--- src/rtl/alu_exec_unit.sv ---
// Execute unit for the 3-bit ALU opcode. Latency is 1 cycle, or shamt+1 for serial shifts (1 with ALU_FAST_SHIFT_EN).
// Backpressure: accepts only in IDLE; result and zero hold in DONE until out_ready.
module alu_exec_unit #(
  parameter int WIDTH = 32,
  parameter int SHW   = $clog2(WIDTH)
) (
  input  logic             clk,
  input  logic             rst,
  input  logic             in_valid,
  output logic             in_ready,
  input  logic [2:0]       ALU_opcode,
  input  logic [WIDTH-1:0] A,
  input  logic [WIDTH-1:0] B,
  output logic             out_valid,
  input  logic             out_ready,
  output logic [WIDTH-1:0] result,
  output logic             zero
);

  localparam logic [2:0] OP_ADD = 3'b001;
  localparam logic [2:0] OP_SUB = 3'b010;
  localparam logic [2:0] OP_AND = 3'b011;
  localparam logic [2:0] OP_OR  = 3'b100;
  localparam logic [2:0] OP_SLL = 3'b101;
  localparam logic [2:0] OP_SRL = 3'b110;

`ifdef ALU_FAST_SHIFT_EN
  typedef enum logic [0:0] {IDLE, DONE} state_t;
`else
  typedef enum logic [1:0] {IDLE, SHIFT, DONE} state_t;
  logic [SHW-1:0]   cnt;
  logic             shift_left;
  logic             is_shift;
  logic [WIDTH-1:0] shift_val;

  assign is_shift  = (ALU_opcode == OP_SLL) || (ALU_opcode == OP_SRL);
  assign shift_val = shift_left ? {result[WIDTH-2:0], 1'b0} : {1'b0, result[WIDTH-1:1]};
`endif

  state_t           state, state_nxt;
  logic [SHW-1:0]   shamt;
  logic [WIDTH-1:0] load_val;

  assign shamt = B[SHW-1:0];

  // Value written to result on the acceptance edge; serial shifts start from A.
  always_comb begin
    load_val = '0;
    case (ALU_opcode)
      OP_ADD:  load_val = A + B;
      OP_SUB:  load_val = A - B;
      OP_AND:  load_val = A & B;
      OP_OR:   load_val = A | B;
`ifdef ALU_FAST_SHIFT_EN
      OP_SLL:  load_val = A << shamt;
      OP_SRL:  load_val = A >> shamt;
`else
      OP_SLL:  load_val = A;
      OP_SRL:  load_val = A;
`endif
      default: load_val = '0;
    endcase
  end

  always_ff @(posedge clk) begin
    if (rst) state <= IDLE;
    else     state <= state_nxt;
  end

  always_comb begin
    state_nxt = state;
    case (state)
      IDLE: begin
        if (in_valid) begin
`ifdef ALU_FAST_SHIFT_EN
          state_nxt = DONE;
`else
          state_nxt = (is_shift && shamt != '0) ? SHIFT : DONE;
`endif
        end
      end
`ifndef ALU_FAST_SHIFT_EN
      SHIFT:   if (cnt == SHW'(1)) state_nxt = DONE;
`endif
      DONE:    if (out_ready) state_nxt = IDLE;
      default: state_nxt = IDLE;
    endcase
  end

  always_comb begin
    in_ready  = (state == IDLE);
    out_valid = (state == DONE);
  end

  always_ff @(posedge clk) begin
    if (rst) begin
      result     <= '0;
      zero       <= 1'b1;
`ifndef ALU_FAST_SHIFT_EN
      cnt        <= '0;
      shift_left <= 1'b0;
`endif
    end else begin
      case (state)
        IDLE: begin
          if (in_valid) begin
            result     <= load_val;
            zero       <= (load_val == '0);
`ifndef ALU_FAST_SHIFT_EN
            cnt        <= shamt;
            shift_left <= (ALU_opcode == OP_SLL);
`endif
          end
        end
`ifndef ALU_FAST_SHIFT_EN
        SHIFT: begin
          result <= shift_val;
          zero   <= (shift_val == '0);
          cnt    <= cnt - SHW'(1);
        end
`endif
        default: ;
      endcase
    end
  end

endmodule
--- config.mk ---
export PLATFORM = sky130hd
export DESIGN_NAME = alu_exec_unit
export DESIGN_NICKNAME = d
export VERILOG_FILES = /design/src/rtl/alu_exec_unit.sv
export SDC_FILE = /design/constraint.sdc
export NUM_CORES = 1
export LEC_CHECK = 0
export ABC_AREA = 1
export CAP_MARGIN = 5
export CORE_UTILIZATION = 70
export CTS_CLUSTER_DIAMETER = 150
export DETAILED_ROUTE_END_ITERATION = 10
export DONT_BUFFER_PORTS = 1
export GPL_TIMING_DRIVEN = 0
export PLACE_DENSITY = 0.84
export SYNTH_ARGS = -nofsm -noshare
export SYNTH_HDL_FRONTEND = slang
export SYNTH_SLANG_ARGS = --single-unit
--- constraint.sdc ---
create_clock -name clk -period 8.5 [get_ports clk]
set_clock_uncertainty 0.1 [all_clocks]
set_input_delay 1.275 -clock clk [delete_from_list [all_inputs] [get_ports clk]]
set_output_delay 1.275 -clock clk [all_outputs]
set_load 0.005 [all_outputs]
* Yosys cells after proc, flatten, opt, wreduce, memory -nomap -nowiden
Cells that the tools add are included.
** Storage, ports and cells
- Register bits :: 41
- Bits of input ports :: 71
- Output and inout port bits :: 35
- Word-level logic and storage cells :: 46
** Cells by class
- Add/sub/neg operators :: 3
- Eq/ne operators :: 12
- Multiplexer cells :: 13
- Bitwise logic cells :: 2
- Reduce and logical (&&, ||, !) cells :: 11
** Operators by type and width (count)
- $pmux 32 s5 :: 1
- $logic_not 32->1 :: 2
- $mux 32 :: 2
- $pmux 32 s2 :: 1
- $add 32x32->32 :: 1
- $and 32x32->32 :: 1
- $or 32x32->32 :: 1
- $sub 32x32->32 :: 1
- $pmux 5 s2 :: 1
- $eq 3x3->1 const B :: 3
- $mux 2 :: 4
- $eq 3x2->1 const B :: 2
- $pmux 2 s3 :: 1
- $eq 5x1->1 const B :: 1
- $mux 5 :: 1
- $reduce_bool 5->1 :: 1
- $sub 5x1->5 const B :: 1
- $ne 2x2->1 const B :: 2
- $reduce_and 2->1 :: 2
- $eq 3x1->1 const B :: 1
- $reduce_and 3->1 :: 1
- $eq 2x1->1 const B :: 1
- $eq 2x2->1 const B :: 1
- $logic_not 2->1 :: 1
- 7 further kinds :: 7

* Longest topological paths before layout
Gate-level depths: netlist of the first run.
- Depth in word-level cells :: 6
- Gate-level depth with buffers :: 32
- Gate-level depth less buffers :: 32

* Worst setup path before layout of the first run
Ideal clock, no wire load.
- Path type :: input-to-reg
- Start point :: in B[0]
- End point :: reg zero
- Library setup time :: 0.059 ns
- Data arrival time :: 4.330 ns
- Required time :: 8.341 ns
- Slack :: 4.011 ns
- Stages :: 29
- Path buffers :: 0
- Path through :: inv_1 -> ha_1 -> nand3_1 -> nor3_2 -> nand3_1 -> nor3_2 -> nand2_1 -> nor4_4 -> nand3_2 -> o21ai_2 -> o21ai_1 -> xor2_1 -> ha_1 -> nand2_1 -> nor3_1 -> and2_1 -> and2_1 -> nand2_1 -> nand2_1 -> nand2_1 -> nand3_1 -> nand2_1 -> nor2_1 -> nand2_1 -> nor2_1 -> nand4_1 -> nand2_1 -> nand2_1 -> nand2_1
** Between the ends
- Longest elaborated chain between the ends :: 5
- Elaborated cells between the ends (all ways) :: 8
- Classes of those cells :: add/sub (2); mux (3); bitwise (2); reduce/logical (1)
** RTL lines
- start, declared :: RTL line 13 : input logic [WIDTH-1:0] B,
- $sub 32x32->32 (tied with other cells) :: RTL line 51 : OP_SUB: load_val = A - B;
- $pmux 32 s5 (*) :: RTL line 49 : case (ALU_opcode)
- $logic_not 32->1 (*) :: RTL line 108 : zero <= (load_val == '0);
- $mux 1 (*) :: RTL line 106 : if (in_valid) begin
- $pmux 1 s2 (*) :: RTL line 104 : case (state)
- end signal, assigned :: RTL line 108
- end signal, assigned :: RTL line 118 : zero <= (shift_val == '0);
- end, declared :: RTL line 17 : output logic zero
Mark *: on every way between the ends. The rest lies on a longest branch, timed or not. The select of a mux whose other input is x is not followed.
A chain may end at the register's enable or synchronous reset.

* Final worst setup path of the first run
- Start point :: in B[1]
- End point :: reg zero
Same word-level chain as after synthesis.

==> results of run 1 <==
[state kept, by name (all words and copies together), names as in the netlist]
| signal | flops |
|---|---|
| result | 32 |
| zero | 1 |
| cnt | 5 |
| state | 2 |
| shift_left | 1 |
[cells by family after synthesis]
| logic type | count (synthesis) | synth area share, % |
|---|---|---|
| AO/OA/AOI/OAI | 190 | 17.0 |
| XOR/XNOR | 30 | 4.02 |
| flip-flops | 41 | 12.6 |
| buffers and inverters | 238 | 13.9 |
| adder cells (fa/ha/maj) | 38 | 7.39 |
| multiplexers | 1 | 0.153 |
| AND/OR/NAND/NOR | 700 | 44.9 |
[critical path, delay by kind of cell]
family	cells	cell delay, ns
AO/OA/AOI/OAI	2	0.28
XOR/XNOR	1	0.18
AND/OR/NAND/NOR	23	3.07
adder cells (fa/ha/maj)	2	0.58
buffers and inverters	2	0.14
[layout make-up]
type	instances	area (sq um)
clock inverter	2	35.0
inverter	205	769
buffer	33	143
tap	108	135
multi-input combinational	959	4810
sequential	41	821
clock buffer	5	68.8
fill	796	2110
[where the power goes]
part,switching [uW],internal (uW),total (uW)
logic,309,146,455
clock network,69.3,85.4,155
registers,23.0,212,235
total,401,443,844
[placed cells by master (no fill, tap or decap), types with 28 or more instances in the layout]
master,instances
nand3_1,66
a31oi_1,28
ha_1,37
o21ai_0,67
nor2_1,101
dfxtp_1,41
xor2_1,29
inv_1,197
nand2_1,462
a21oi_1,46
[final timing paths]
| path | start | to | slack [ns] | cells past startpoint |
|---|---|---|---|---|
| setup / recovery | B[1] | zero$_SDFFE_PP1P_ | 3.10 | 30 |
| hold / removal | cnt[4]$_SDFFE_PP0P_ | cnt[4]$_SDFFE_PP0P_ | 0.38 | 2 |
| setup reg to reg | state[0]$_SDFFE_PP0P_ | result[14]$_SDFFE_PP0P_ | 6.00 | 10 |
| hold reg to reg | cnt[4]$_SDFFE_PP0P_ | cnt[4]$_SDFFE_PP0P_ | 0.38 | 2 |
[per-stage QoR]
| stage | instances | worst slack, ns | hold WS, ns | power [uW] |
|---|---|---|---|---|
| 4_1_cts | 1353 | 3.33 | 0.380 | 824 |
| 5_1_grt | 1353 | 2.85 | 0.419 | 903 |
| 3_5_place_dp | 1346 | 3.04 | 0.370 | 674 |
| 6_report | 1353 | 3.10 | 0.380 | 844 |
| 2_1_floorplan | 1238 | 4.01 | 0.355 | 565 |
| 3_3_place_gp | 1346 | 3.08 | 0.367 | 664 |
[routing by layer]
layer | track usage (%) | vias up
li1 | - | 3958
met5 | 0 | -
met2 | 73.6 | 563
met4 | 17.0 | 0
met3 | 13.7 | 83
met1 | 60.6 | 3477
==> results.sh, run 1 <==
export IMPL_timing_final_crit_period_ns=5.40
export IMPL_path_max_fanout=6
export IMPL_routedWlPerCell_microns=16.7
export IMPL_io_pins=106
export IMPL_clk_pin_slew_ns=0.08
export IMPL_drtIter0Drc=900
export IMPL_synth_cell_area_sq_um=6540
export IMPL_hp_class="reg -> reg"
export IMPL_final_core_util_pct=76.2
export IMPL_route_met2_wl_mm=9.41
export IMPL_outcome="finished, final reports clean"
export IMPL_synth_area_per_cell_sq_um=5.28
export IMPL_clock_path_buffers=2
export IMPL_gp_congestion=1.07
export IMPL_slew_headroom_pct=60.6
export IMPL_post_cts_buffers=0
export IMPL_leakage_uw=0.00364
export IMPL_yosys_warnings=0
export IMPL_fp_dieW_microns=98.7
export IMPL_place_area_sq_um=6670
export IMPL_cp_common_cell="nand2_1"
export IMPL_ys_async_sr_fraction_pct=0
export IMPL_grt_setup_unrepaired="false"
export IMPL_cp_arrival_ns=5.54
export IMPL_synth_top_area_share_pct=26.5
export IMPL_setup_tns_ns=0
export IMPL_h_tree_depth=2
export IMPL_drive_gt1_share_pct=3.94
export IMPL_hpwlAfterDp_mm=18.8
export IMPL_cts_tree="built"
export IMPL_yosysUniqueCellTypes=49
export IMPL_synth_largest_area_cell="nand2_1"
export IMPL_die_area_sq_um=9730
export IMPL_cts_resized_gates=0
export IMPL_syn_nets=1347
export IMPL_highest_layer="met4"
export IMPL_grt_pass1_wl_mm=35.8
export IMPL_cts_hold_buf=0
export IMPL_dr_pass1_iters=6
export IMPL_required_ns=8.64
export IMPL_cts_root_buf="clkbuf_8"
export IMPL_cp_slowest_cell="ha_1"
export IMPL_viasPerCell=5.97
export IMPL_maxCapViolCount=0
export IMPL_grt_overflow=0
export IMPL_ys_flop_type="dfxtp_1"
export IMPL_rows=34
export IMPL_fmaxAchievable_mhz=185
export IMPL_initial_core_util_pct=73.5
export IMPL_insertion_delay_ns=0.30
export IMPL_seq_area_frac_synth_pct=12.6
export IMPL_synth_seq_cells=41
export IMPL_fin_nets=1354
export IMPL_syn_to_final_growth_pct=3.65
export IMPL_vias=8081
export IMPL_finalMaxSlewViolations=0
export IMPL_track_usage_pct=46.7
export IMPL_grt_pass1_vias=7392
export IMPL_ir_drop_uv=107
export IMPL_criticalPathCategory="in -> reg"
export IMPL_antenna_found_initial=0
export IMPL_drc=0
export IMPL_endpoint_kind="flip-flop"
export IMPL_wl_mm=22.5
export IMPL_netlist_instances=1238
export IMPL_grt_max_degree=13
export IMPL_core_area_sq_um=8890
export IMPL_setup_viol=0
export IMPL_cts_made_buffers=5
export IMPL_hold_violations=0
export IMPL_ant_nets=0
export IMPL_critPathMaxStageDelay_ns=0.40
export IMPL_fin_area_sq_um=6780
export IMPL_met1_length_mm=8.99
export IMPL_port_buffers=0
export IMPL_period_share_pct=63.6
export IMPL_cellPowerDensity_nw_per_um2=125
export IMPL_ys_top_cells_by_count="462 x nand2_1, 197 x inv_1, 101 x nor2_1, 67 x o21ai_0, 66 x nand3_1"
export IMPL_antennaDiodeCount=0
export IMPL_synth_area_leaders="nand2_1 27%, dfxtp_1 13%, inv_1 11%"
export IMPL_clock_sinks=41
export IMPL_synth_edff_count=0
export IMPL_tightest_slew_ns=0.585
export IMPL_wl_met3_mm=3.34
export IMPL_fp_dieH_microns=98.7
export IMPL_start_kind="primary input"
export IMPL_synth_most_common_cell="nand2_1"
(Power assumes the default switching activity.)
==> run 2, diff against run 1 <==
Settings changed: CORE_UTILIZATION 70 to 67, PLACE_DENSITY 0.84 to 0.81.
Clock period 8.5 ns to 5.2 ns, I/O delays scaled along.
==> results.sh, run 2 (synthesis gave the netlist of run 1 again) <==
export IMPL_place_area_sq_um=6700
export IMPL_finalMaxSlewViolations=0
export IMPL_fin_ws_ns=0.411
export IMPL_wl_mm=22.7
export IMPL_grt_pass1_wl_mm=34.7
export IMPL_drc=0
export IMPL_timing_hold_ws_ns=0.393
export IMPL_path_max_fanout=6
export IMPL_top_register="result"
export IMPL_leakage_uw=0.00363
export IMPL_final_common_cell="nand2_1"
export IMPL_h_tree_depth=2
export IMPL_fin_nets=1354
export IMPL_syn_to_final_growth_pct=3.79
export IMPL_grt_setup_unrepaired="false"
export IMPL_grt_pass1_vias=7182
export IMPL_hpwlAfterDp_mm=19.0
export IMPL_largest_register_ffs=32
export IMPL_routedWlPerCell_microns=16.5
export IMPL_drive_gt1_share_pct=4.01
export IMPL_viasPerCell=5.91
export IMPL_cts_tree="built"
export IMPL_drtIter0Drc=881
export IMPL_initial_core_util_pct=70.1
export IMPL_multiInputGateArea_sq_um=4810
export IMPL_hp_class="reg -> reg"
export IMPL_place_ws_ns=0.254
export IMPL_clock_path_buffers=2
export IMPL_slew_headroom_pct=60.1
export IMPL_vias=8127
export IMPL_fp_dieW_microns=101
export IMPL_tightest_slew_ns=0.598
export IMPL_track_usage_pct=44.3
export IMPL_ant_nets=0
export IMPL_core_area_sq_um=9330
export IMPL_fmaxAchievable_mhz=209
export IMPL_seqCellArea_sq_um=821
export IMPL_port_buffers=0
export IMPL_cts_resized_gates=0
export IMPL_insertion_delay_ns=0.30
export IMPL_ir_drop_uv=164
export IMPL_criticalPathCategory="in -> reg"
export IMPL_p_total_uw=1340
export IMPL_cp_slowest_cell="ha_1"
export IMPL_clk_pin_slew_ns=0.09
export IMPL_fillCellCount=899
export IMPL_antenna_found_initial=0
export IMPL_hold_violations=0
export IMPL_antennaDiodeCount=0
export IMPL_cp_arrival_ns=4.94
export IMPL_mostFrequentLayoutCells="462 x nand2_1, 197 x inv_1, 101 x nor2_1, 67 x o21ai_0, 66 x nand3_1"
export IMPL_required_ns=5.35
export IMPL_cts_root_buf="clkbuf_8"
export IMPL_cts_hold_buf=0
export IMPL_cp_common_cell="nand2_1"
export IMPL_dr_pass1_iters=7
export IMPL_endpoint_kind="flip-flop"
export IMPL_setup_tns_ns=0
export IMPL_grt_overflow=0
export IMPL_timing_final_crit_period_ns=4.79
export IMPL_outcome="finished, final reports clean"
export IMPL_start_kind="primary input"
export IMPL_setup_viol=0
export IMPL_period_share_pct=92.1
export IMPL_die_area_sq_um=10200
export IMPL_clock_sinks=41
export IMPL_maxCapViolCount=0
export IMPL_fin_area_sq_um=6790
export IMPL_top_regs="result (32), cnt (5), state (2)"
export IMPL_grt_max_degree=14
export IMPL_fp_dieH_microns=101
export IMPL_post_cts_buffers=0
export IMPL_rows=35
export IMPL_io_pins=106
export IMPL_gp_congestion=1.05
export IMPL_cellPowerDensity_nw_per_um2=197
export IMPL_critPathMaxStageDelay_ns=0.40
export IMPL_cts_made_buffers=5
==> run 2: cell types whose count changed in the layout (fill, tap and decap cells not counted), sizes merged <==
cell and change:
bufinv -1, clkinv +1, clkinvlp +1
==> run 2: report_power, final <==
part / internal, uW / total [uW] / switching [uW]
registers: 346 / 383 / 36.7
clock network: 92.8 / 213 / 121
logic: 238 / 740 / 502
==> run 2: routing by layer <==
metal	global-route usage, %	up-vias	part of all wire [%]	routed length, microns
li1	-	3953	-	-
met1	57.7	3583	40	9150
met2	70.0	507	42	9560
met3	12.8	84	14	3160
met4	14.8	0	3.7	849
met5	0	-	0	0
==> run 2: through the flow <==
stage / util, % / cells
4_1_cts: 72.8 / 1375
6_report: 72.8 / 1375
3_5_place_dp: 71.8 / 1367
3_3_place_gp: 71.8 / 1367
2_1_floorplan: - / 1238
5_1_grt: 72.8 / 1375
==> run 2: area by class of cell <==
type,instances,area share (%)
multi-input combinational,959,70.8
tap,129,2.38
sequential,41,12.1
clock inverter,3,0.258
clock buffer,5,1.01
buffer,33,2.10
inverter,205,11.3
==> run 2: worst max-delay path: cells and delay by family <==
family | cells | cell delay [ns]
simple gates | 23 | 3.00
fa+ha+maj | 2 | 0.57
compound gates | 2 | 0.31
xor+xnor | 1 | 0.18
buf+inv | 1 | 0.08
==> run 2: worst paths after layout <==
kind	endpoint	start	depth (start not counted)	slack, ns
worst max-delay path	zero$_SDFFE_PP1P_	B[0]	29	0.41
worst min-delay path	cnt[4]$_SDFFE_PP0P_	cnt[4]$_SDFFE_PP0P_	2	0.39
worst max register to register	result[14]$_SDFFE_PP0P_	state[0]$_SDFFE_PP0P_	10	2.69
worst min register to register	cnt[4]$_SDFFE_PP0P_	cnt[4]$_SDFFE_PP0P_	2	0.39
